==> config.mk <==
export PLATFORM = sky130hd
export DESIGN_NAME = addf_serial_seq
export DESIGN_NICKNAME = d
export VERILOG_FILES = /design/src/rtl/addf_seq_pkg.sv /design/src/rtl/gf180mcu_fd_sc_mcu7t5v0__addf_2.sv /design/src/rtl/addf_serial_seq.sv
export SDC_FILE = /design/constraint.sdc
export NUM_CORES = 1
export LEC_CHECK = 0
export CORE_MARGIN = 10
export CORE_UTILIZATION = 50
export DETAILED_ROUTE_END_ITERATION = 8
export PLACE_DENSITY = 0.85
export SKIP_LAST_GASP = 1
export SLEW_MARGIN = 20
export SYNTH_ARGS = -nofsm -noshare
export SYNTH_HDL_FRONTEND = slang
export SYNTH_SLANG_ARGS = --single-unit
==> constraint.sdc <==
create_clock -name CLK -period 2.21 [get_ports CLK]
set_input_delay 0.442 -clock CLK [delete_from_list [all_inputs] [get_ports CLK]]
set_output_delay 0.442 -clock CLK [all_outputs]
set_load 0.05 [all_outputs]
==> src/rtl/addf_seq_pkg.sv <==
// Shared definitions for the bit-serial adder sequencer: FSM state
// encoding, legal width range and the bit-counter width helper.
package addf_seq_pkg;

  // Sequencer states; two bits cover the three states.
  typedef enum logic [1:0] {
    IDLE = 2'd0,
    RUN  = 2'd1,
    FIN  = 2'd2
  } state_t;

  localparam int WIDTH_MIN = 1;
  localparam int WIDTH_MAX = 32;

  // Bits needed to count from 0 to width inclusive.
  function automatic int cnt_w(input int width);
    return $clog2(width + 1);
  endfunction

endpackage

==> src/rtl/gf180mcu_fd_sc_mcu7t5v0__addf_2.sv <==
// Behavioural model of the gf180mcu 7-track full-adder standard cell,
// used as the single time-shared bit slice of the serial adder.
module gf180mcu_fd_sc_mcu7t5v0__addf_2 (
`ifdef USE_POWER_PINS
  inout  wire VDD,
  inout  wire VSS,
`endif
  input  logic A,
  input  logic B,
  input  logic CI,
  output logic S,
  output logic CO
);

  assign S  = A ^ B ^ CI;
  assign CO = (A & B) | (CI & (A ^ B));

endmodule

==> src/rtl/addf_serial_seq.sv <==
// Bit-serial adder sequencer: one full-adder cell adds two WIDTH-bit
// operands LSB-first, one bit per clock, with the carry held in a flop.
// Start/busy/done handshake; SUM/COUT change only on the completing edge.
module addf_serial_seq
  import addf_seq_pkg::*;
#(
  parameter int WIDTH = 8
) (
`ifdef USE_POWER_PINS
  inout  wire              VDD,
  inout  wire              VSS,
`endif
  input  logic             CLK,
  input  logic             RN,
  input  logic             START,
  input  logic [WIDTH-1:0] A,
  input  logic [WIDTH-1:0] B,
  input  logic             CIN,
  output logic             BUSY,
  output logic             DONE,
  output logic [WIDTH-1:0] SUM,
  output logic             COUT
);

  localparam int                CNT_W    = cnt_w(WIDTH);
  localparam logic [CNT_W-1:0]  CNT_LAST = CNT_W'(WIDTH - 1);

  // Reject out-of-range widths at elaboration.
  if (WIDTH < WIDTH_MIN || WIDTH > WIDTH_MAX) begin : g_bad_width
    $error("addf_serial_seq: WIDTH %0d outside %0d..%0d", WIDTH, WIDTH_MIN, WIDTH_MAX);
  end

  state_t           state;
  state_t           state_nxt;
  logic [WIDTH-1:0] a_sr;
  logic [WIDTH-1:0] b_sr;
  logic [WIDTH-1:0] s_sr;
  logic [WIDTH-1:0] s_nxt;
  logic             c;
  logic [CNT_W-1:0] cnt;
  logic             s_bit;
  logic             co_bit;
  logic             accept;
  logic             last_bit;

  // The one shared bit slice always looks at the operand LSBs and the carry.
  gf180mcu_fd_sc_mcu7t5v0__addf_2 u_addf (
`ifdef USE_POWER_PINS
    .VDD (VDD),
    .VSS (VSS),
`endif
    .A   (a_sr[0]),
    .B   (b_sr[0]),
    .CI  (c),
    .S   (s_bit),
    .CO  (co_bit)
  );

  // A request is taken in IDLE and, back-to-back, in FIN; never while busy.
  assign accept   = START && (state == IDLE || state == FIN);
  assign last_bit = (cnt == CNT_LAST);
  // New sum bit enters at the MSB so the LSB lands at bit 0 after WIDTH shifts.
  assign s_nxt    = (s_sr >> 1) | (WIDTH'(s_bit) << (WIDTH - 1));

  // Next-state decode.
  always_comb begin
    // NOTE: every branch starts from a default so no latch is inferred.
    state_nxt = state;
    case (state)
      IDLE:    if (START) state_nxt = RUN;
      RUN:     if (last_bit) state_nxt = FIN;
      FIN:     state_nxt = START ? RUN : IDLE;
      default: state_nxt = IDLE;
    endcase
  end

  // State register plus registered BUSY/DONE decodes, so both are glitch-free.
  always_ff @(posedge CLK or negedge RN) begin
    if (!RN) begin
      state <= IDLE;
      BUSY  <= 1'b0;
      DONE  <= 1'b0;
    end else begin
      // NOTE: non-blocking assignments keep every flop sampling pre-edge values.
      state <= state_nxt;
      BUSY  <= (state_nxt == RUN);
      DONE  <= (state_nxt == FIN);
    end
  end

  // Operand capture, serial shifting, carry, bit counter and result update.
  always_ff @(posedge CLK or negedge RN) begin
    if (!RN) begin
      // NOTE: the shift registers are reset too, so an aborted add leaves no residue.
      a_sr <= '0;
      b_sr <= '0;
      s_sr <= '0;
      c    <= 1'b0;
      cnt  <= '0;
      SUM  <= '0;
      COUT <= 1'b0;
    end else if (accept) begin
      a_sr <= A;
      b_sr <= B;
      c    <= CIN;
      cnt  <= '0;
    end else if (state == RUN) begin
      a_sr <= a_sr >> 1;
      b_sr <= b_sr >> 1;
      s_sr <= s_nxt;
      c    <= co_bit;
      cnt  <= cnt + CNT_W'(1);
      if (last_bit) begin
        SUM  <= s_nxt;
        COUT <= co_bit;
      end
    end
  end

endmodule
==> impl_metrics.toml, run 1 <==
[status]
status = "completed"

[routing]
vias = 1261
viasPerCell = 5.15
detail_route.drc_violations = 0
detailedRoute.firstIterationViolations = 93
drt-total-wl_um = 3420
drt_first_pass_iters = 7
wire_per_inst_um = 14.0
antenna_left = 0

[logic_synthesis]
number_of_synthesized_flops_with_an_enable_pin = 0
mappedNetlistNets = 189
synth_warnings = 0
synth_area_leaders = "dfrtp_1 60%, nand2_1 13%, mux2_2 6.6%"
post_synth_instance_area_mm2 = 0.00170
synthesis.area_per_instance_um2 = 10.2
synth-seq-cells = 41
number_of_unique_standard_cell_types_used_by_synthesis = 23
postSynth.topFlopCell = "dfrtp_1"
proportion_of_synthesized_flip_flops_having_asynchronous_set_or_reset = 1.00
synth_seq_area_share = 0.602
yosys.cell_count.top_type = "nand2_1"
synth_cells = 167
synthDominantCellAreaShare = 0.602
yosysTopAreaCell = "dfrtp_1"
synth.top_cells.by_count = "59 x nand2_1, 41 x dfrtp_1, 13 x nor2_1"

[placed_design]
dp_hpwl_um = 2460
globalplace.congestion = 0.752
dpl_worst_slack_ns = 0.391
port_buffers = 30

[global_route]
number_of_antenna_violations_at_the_first_check_in_global_routing = 0
largest_net_degree_at_the_start_of_global_routing = 42
grt_pass1_vias = 1337
globalRoute.totalOverflow = 0
groute.usage.overall = 0.116
wire_length_of_the_first_global_routing_pass_um = 5880

[layout]
diode_insertion_count_for_antenna_repair = 0
design.final.nets = 220
area_delta_synth_final_pct = 25.0
n_fill_cell = 260
drive_gt1_frac = 0.121
fin_util = 0.643

[floorplanning]
std_cell_rows = 21
core_area_mm2 = 0.00331
floorplan_die_area_mm2 = 0.00614
fp.dieW_um = 78.4
start_util = 0.514
die_h_um = 78.4
num_io_pins = 31

[sta]
setup_ws_ns = 0.236
relative_slew_slack = 0.417
setup_viol = 0
timing_worst_slew_pin_value_ns = 0.875
timing_max_transition_violations_final = 0
period_needed_ns = 1.97
max_clock_freq_mhz = 507
grt_setup_unrepaired = "no"
setup_total_negative_slack_ns = 0
finalHoldViolCount = 0
min_period_over_period = 0.893
final.setup_skew_ns = 0.0146

[worst_setup_path]
worstRegToRegCells = 4
crit_type = "flop to primary output"
crit_path_cell_trace = "clkdlybuf4s50_1"
worst_ep_required_time_ns = 1.77
path_length_in_cells_of_the_critical_path = 1
critical_path.max_stage_delay_ns = 0.81
critPathMaxFanout = 2
end_kind = "primary output"
worstPathArrival_ns = 1.53
timing.critical_path.from_type = "flop"
critical_path.slowest_cell = "clkdlybuf4s50_1"
crit_buf_inv = 1
critical_path.top_delay_family = "buffers and inverters"

[min_path]
holdCritPathClass = "input port to asynchronous set/reset pin"

[clock_network]
htreeDepth = 2
tritoncts_num_sinks = 41
clk_pin_slew_ns = 0.13
post_cts_resized = 0
cts_post_setup_buffers_inserted = 0
cts-hold-fix-buffers = 0
ctsRootBufferMaster = "clkbuf_4"
cts_buffer_depth = 2
cts_buffers = 5
insertion_delay_ns = 0.35
cts_tree = "done"

[power]
ir_drop_uv = 621
p_per_area_mw_per_mm2 = 1540
p_leak_nw = 0.975
post_layout_total_power_mw = 3.27

[run]
total_of_max_cap_violations = 0
[cell families (layout without fill, tap and decap cells)]
group                    after synthesis  after routing  synth area share
AND/OR/NAND/NOR                       83             83             0.202
flip-flops                            41             41             0.602
AO/OA/AOI/OAI                         18             18            0.0661
multiplexers                          12             12            0.0779
buffers and inverters                 10             42            0.0272
adder cells (fa/ha/maj)                2              2            0.0191
XOR/XNOR                               1              1           0.00514
[per-layer routing]
metal	track usage	up-vias	share of wire
li1	-	614	-
met1	0.120	613	0.42
met2	0.218	30	0.54
met3	0.0330	4	0.035
met4	0.0376	0	0.0085
met5	0	-	0
[cells in the final DEF (no fill, tap or decap), drive strengths merged, types with 2 or more instances in the layout]
| master | Yosys | final |
|---|---|---|
| mux2i | 2 | 2 |
| nand3 | 4 | 4 |
| nand2b | 2 | 2 |
| a31oi | 12 | 12 |
| clkbuf | 7 | 6 |
| buf | 3 | 5 |
| nand2 | 59 | 59 |
| a22oi | 3 | 3 |
| clkdlybuf4s50 | 0 | 29 |
| nor3 | 2 | 2 |
| a21oi | 2 | 2 |
| dfrtp | 41 | 41 |
| mux2 | 10 | 10 |
| nor2 | 13 | 13 |
[through the flow]
step                hold WS (ns)  cell area [um^2]  instances
global route               0.248              2130        245
finish                     0.194              2130        245
detailed placement         0.465              2040        237
CTS                        0.213              2130        245
global placement           0.455              2040        237
floorplan                  0.146              1700        167
[worst paths after layout]
check	start	endpoint	slack, ns
max in group asynchronous	RN	b_sr[6]$_DFFE_PN0P_	1.46
min reg2reg	s_sr[1]$_DFFE_PN0P_	s_sr[1]$_DFFE_PN0P_	0.49
min	RN	SUM[1]$_DFFE_PN0P_	0.19
max reg2reg	cnt[1]$_DFFE_PN0P_	SUM[5]$_DFFE_PN0P_	0.54
max	COUT$_DFFE_PN0P_	COUT	0.24
min in group CLK	s_sr[1]$_DFFE_PN0P_	s_sr[1]$_DFFE_PN0P_	0.49
[flip-flops by register name, indices dropped and copies added, names as in the netlist]
register and flops:
SUM 8, a_sr 8, b_sr 8, s_sr 7, cnt 4, state 2
BUSY 1, COUT 1, DONE 1, c 1
[power by group]
part | switching [mW] | internal, mW | leakage, nW
logic | 0.890 | 0.565 | 0.419
registers | 0.215 | 1.10 | 0.512
clock network | 0.240 | 0.269 | 0.0445
total | 1.34 | 1.93 | 0.975
[final cells by class]
| class | count | area, um^2 | area share |
|---|---|---|---|
| repair buffers | 34 | 325 | 0.153 |
| clock buffers | 6 | 51.3 | 0.0241 |
| multi-input cells | 116 | 631 | 0.296 |
| well taps | 46 | 57.6 | 0.0270 |
| clock inverters | 2 | 37.5 | 0.0176 |
| flip-flops and latches | 41 | 1030 | 0.482 |
[worst register-to-register path: stages (launching register included)]
cell	delay, ns
dfrtp_1	0.40
ha_1	0.20
nand2_1	0.12
nor3_4	0.45
mux2_2	0.40
(Power assumes the default switching activity.)
==> inputs of run 2 (changes only) <==
Settings changed: HOLD_SLACK_MARGIN from default to 0.15, RECOVER_POWER from default to 25.
Clock period 2.21 ns to 2.1 ns, I/O delays scaled along.
==> run 2 against run 1 <==
Compared with the run above: clock skew fell by 0.010 ns; non-clock buffer count rose by 4; clock power fell by 27%; utilization fell by 0.23 points; register-to-register slack got worse by 0.15 ns; clock-buffer cell count did not move.
==> impl_metrics.toml, run 2 (synthesis results as in run 1) <==
[status]
status = "completed"

[worst_setup_path]
reg2reg_to = "SUM[3]$_DFFE_PN0P_"
worstRegToRegCells = 4
critical_path.top_delay_family = "buffers and inverters"
crit_buf_inv = 1
worst_ep_required_time_ns = 1.68
timing.critical_path.from_type = "flop"
crit_path_cell_trace = "clkdlybuf4s50_1"
critical_path.max_stage_delay_ns = 0.81
critPathMaxFanout = 2
critical_path.slowest_cell = "clkdlybuf4s50_1"
worstPathArrival_ns = 1.53
end_kind = "primary output"
timing.reg2reg.setup_slack_ns = 0.39
timing.rr.start = "cnt[0]$_DFFE_PN0P_"
crit_type = "flop to primary output"

[global_route]
grt_busiest_layer = "met2"
groute.usage.overall = 0.119
grt_util_met1 = 0.132
grt_pass1_vias = 1312
number_of_antenna_violations_at_the_first_check_in_global_routing = 0
grt_use_met2 = 0.201
wire_length_of_the_first_global_routing_pass_um = 5890
global_route.usage.met3 = 0.0285
largest_net_degree_at_the_start_of_global_routing = 42
globalRoute.totalOverflow = 0

[routing]
wire_per_inst_um = 14.1
drt_first_pass_iters = 4
detail_route.drc_violations = 0
antenna_left = 0
detailedRoute.firstIterationViolations = 82
drt-total-wl_um = 3510
vias = 1281
viasPerCell = 5.14

[layout]
final_cell_count_no_fill = 249
design.final.nets = 224
fin_util = 0.641
diode_insertion_count_for_antenna_repair = 0
final_area_mm2 = 0.00212
final_cell_mix = "59 x nand2_1, 41 x dfrtp_1, 29 x clkdlybuf4s50_1"
layout_commonest_cell = "nand2_1"
area_delta_synth_final_pct = 24.5
largest_registers = "SUM (8), a_sr (8), b_sr (8)"
drive_gt1_frac = 0.128

[sta]
grt_setup_unrepaired = "no"
relative_slew_slack = 0.341
max_clock_freq_mhz = 514
min_period_over_period = 0.927
final.setup_skew_ns = 0.00466
setup_total_negative_slack_ns = 0
finalHoldViolCount = 0
timing_worst_slew_pin_value_ns = 0.989
timing_max_transition_violations_final = 0
setup_viol = 0
period_needed_ns = 1.95

[min_path]
hold_end = "s_sr[1]$_DFFE_PN0P_"
min_delay_path_depth = 2
holdCritPathClass = "flop to flop"
hold_start = "s_sr[1]$_DFFE_PN0P_"

[run]
total_of_max_cap_violations = 0

[floorplanning]
num_io_pins = 31
fp.dieW_um = 78.4
die_h_um = 78.4
start_util = 0.514
core_area_mm2 = 0.00331
floorplan_die_area_mm2 = 0.00614
std_cell_rows = 21

[placed_design]
globalplace.congestion = 0.806
dp_cells = 240
port_buffers = 30
dp_hpwl_um = 2520
placed_area_mm2 = 0.00207

[clock_network]
cts_tree = "done"
cts_buffers = 5
cts_post_setup_buffers_inserted = 0
tritoncts_num_sinks = 41
cts_buffer_depth = 2
insertion_delay_ns = 0.35
clk_pin_slew_ns = 0.11
ctsRootBufferMaster = "clkbuf_4"
htreeDepth = 2

[power]
p_leak_nw = 0.981
post_layout_total_power_mw = 3.30
ir_drop_uv = 554
p_per_area_mw_per_mm2 = 1560
## run 2: worst max path at each step
stage,startpoint,to,slack (ns),cells past startpoint
floorplan,cnt[0]$_DFFE_PN0P_,COUT$_DFFE_PN0P_,0.61,4
global placement,cnt[0]$_DFFE_PN0P_,SUM[4]$_DFFE_PN0P_,0.47,4
detailed placement,cnt[0]$_DFFE_PN0P_,SUM[3]$_DFFE_PN0P_,0.39,4
CTS,COUT$_DFFE_PN0P_,COUT,0.13,1
global route,COUT$_DFFE_PN0P_,COUT,0.1,1
finish,COUT$_DFFE_PN0P_,COUT,0.15,1
## run 2: what timing repair did
action                                 in CTS  in global routing
gates resized for setup                     0                  0
hold buffers                                1                  0
endpoints found under the hold margin      41                  0
## run 2: final cells by class
cell class	instances	area [um^2]
fill	277	1190
sequential	41	1030
multi-input combinational	116	631
timing repair buffer	38	355
tap	46	57.6
clock buffer	6	41.3
clock inverter	2	10.0
## run 2: layer usage
metal	vias to the layer above	share of wire	wire (um)
met5	-	0	0
met4	0	0.030	105
met3	7	0.038	132
li1	620	-	-
met1	625	0.41	1450
met2	29	0.52	1830
## run 2: tightest hold or removal path: cells and delay by family (launching register included)
| family | cells | cell delay, ns |
|---|---|---|
| DFF | 1 | 0.35 |
| and+or+nand+nor | 2 | 0.11 |
## run 2: where the power goes
| group | total, mW | switching, mW | internal (mW) |
|---|---|---|---|
| logic | 1.55 | 0.938 | 0.614 |
| clock network | 0.371 | 0.243 | 0.128 |
| registers | 1.38 | 0.223 | 1.15 |
## run 2: through the flow
stage / hold WS (ns) / setup WS, ns
floorplan: 0.124 / 0.609
global placement: 0.401 / 0.470
detailed placement: 0.407 / 0.389
CTS: 0.494 / 0.131
global route: 0.533 / 0.0982
finish: 0.485 / 0.154
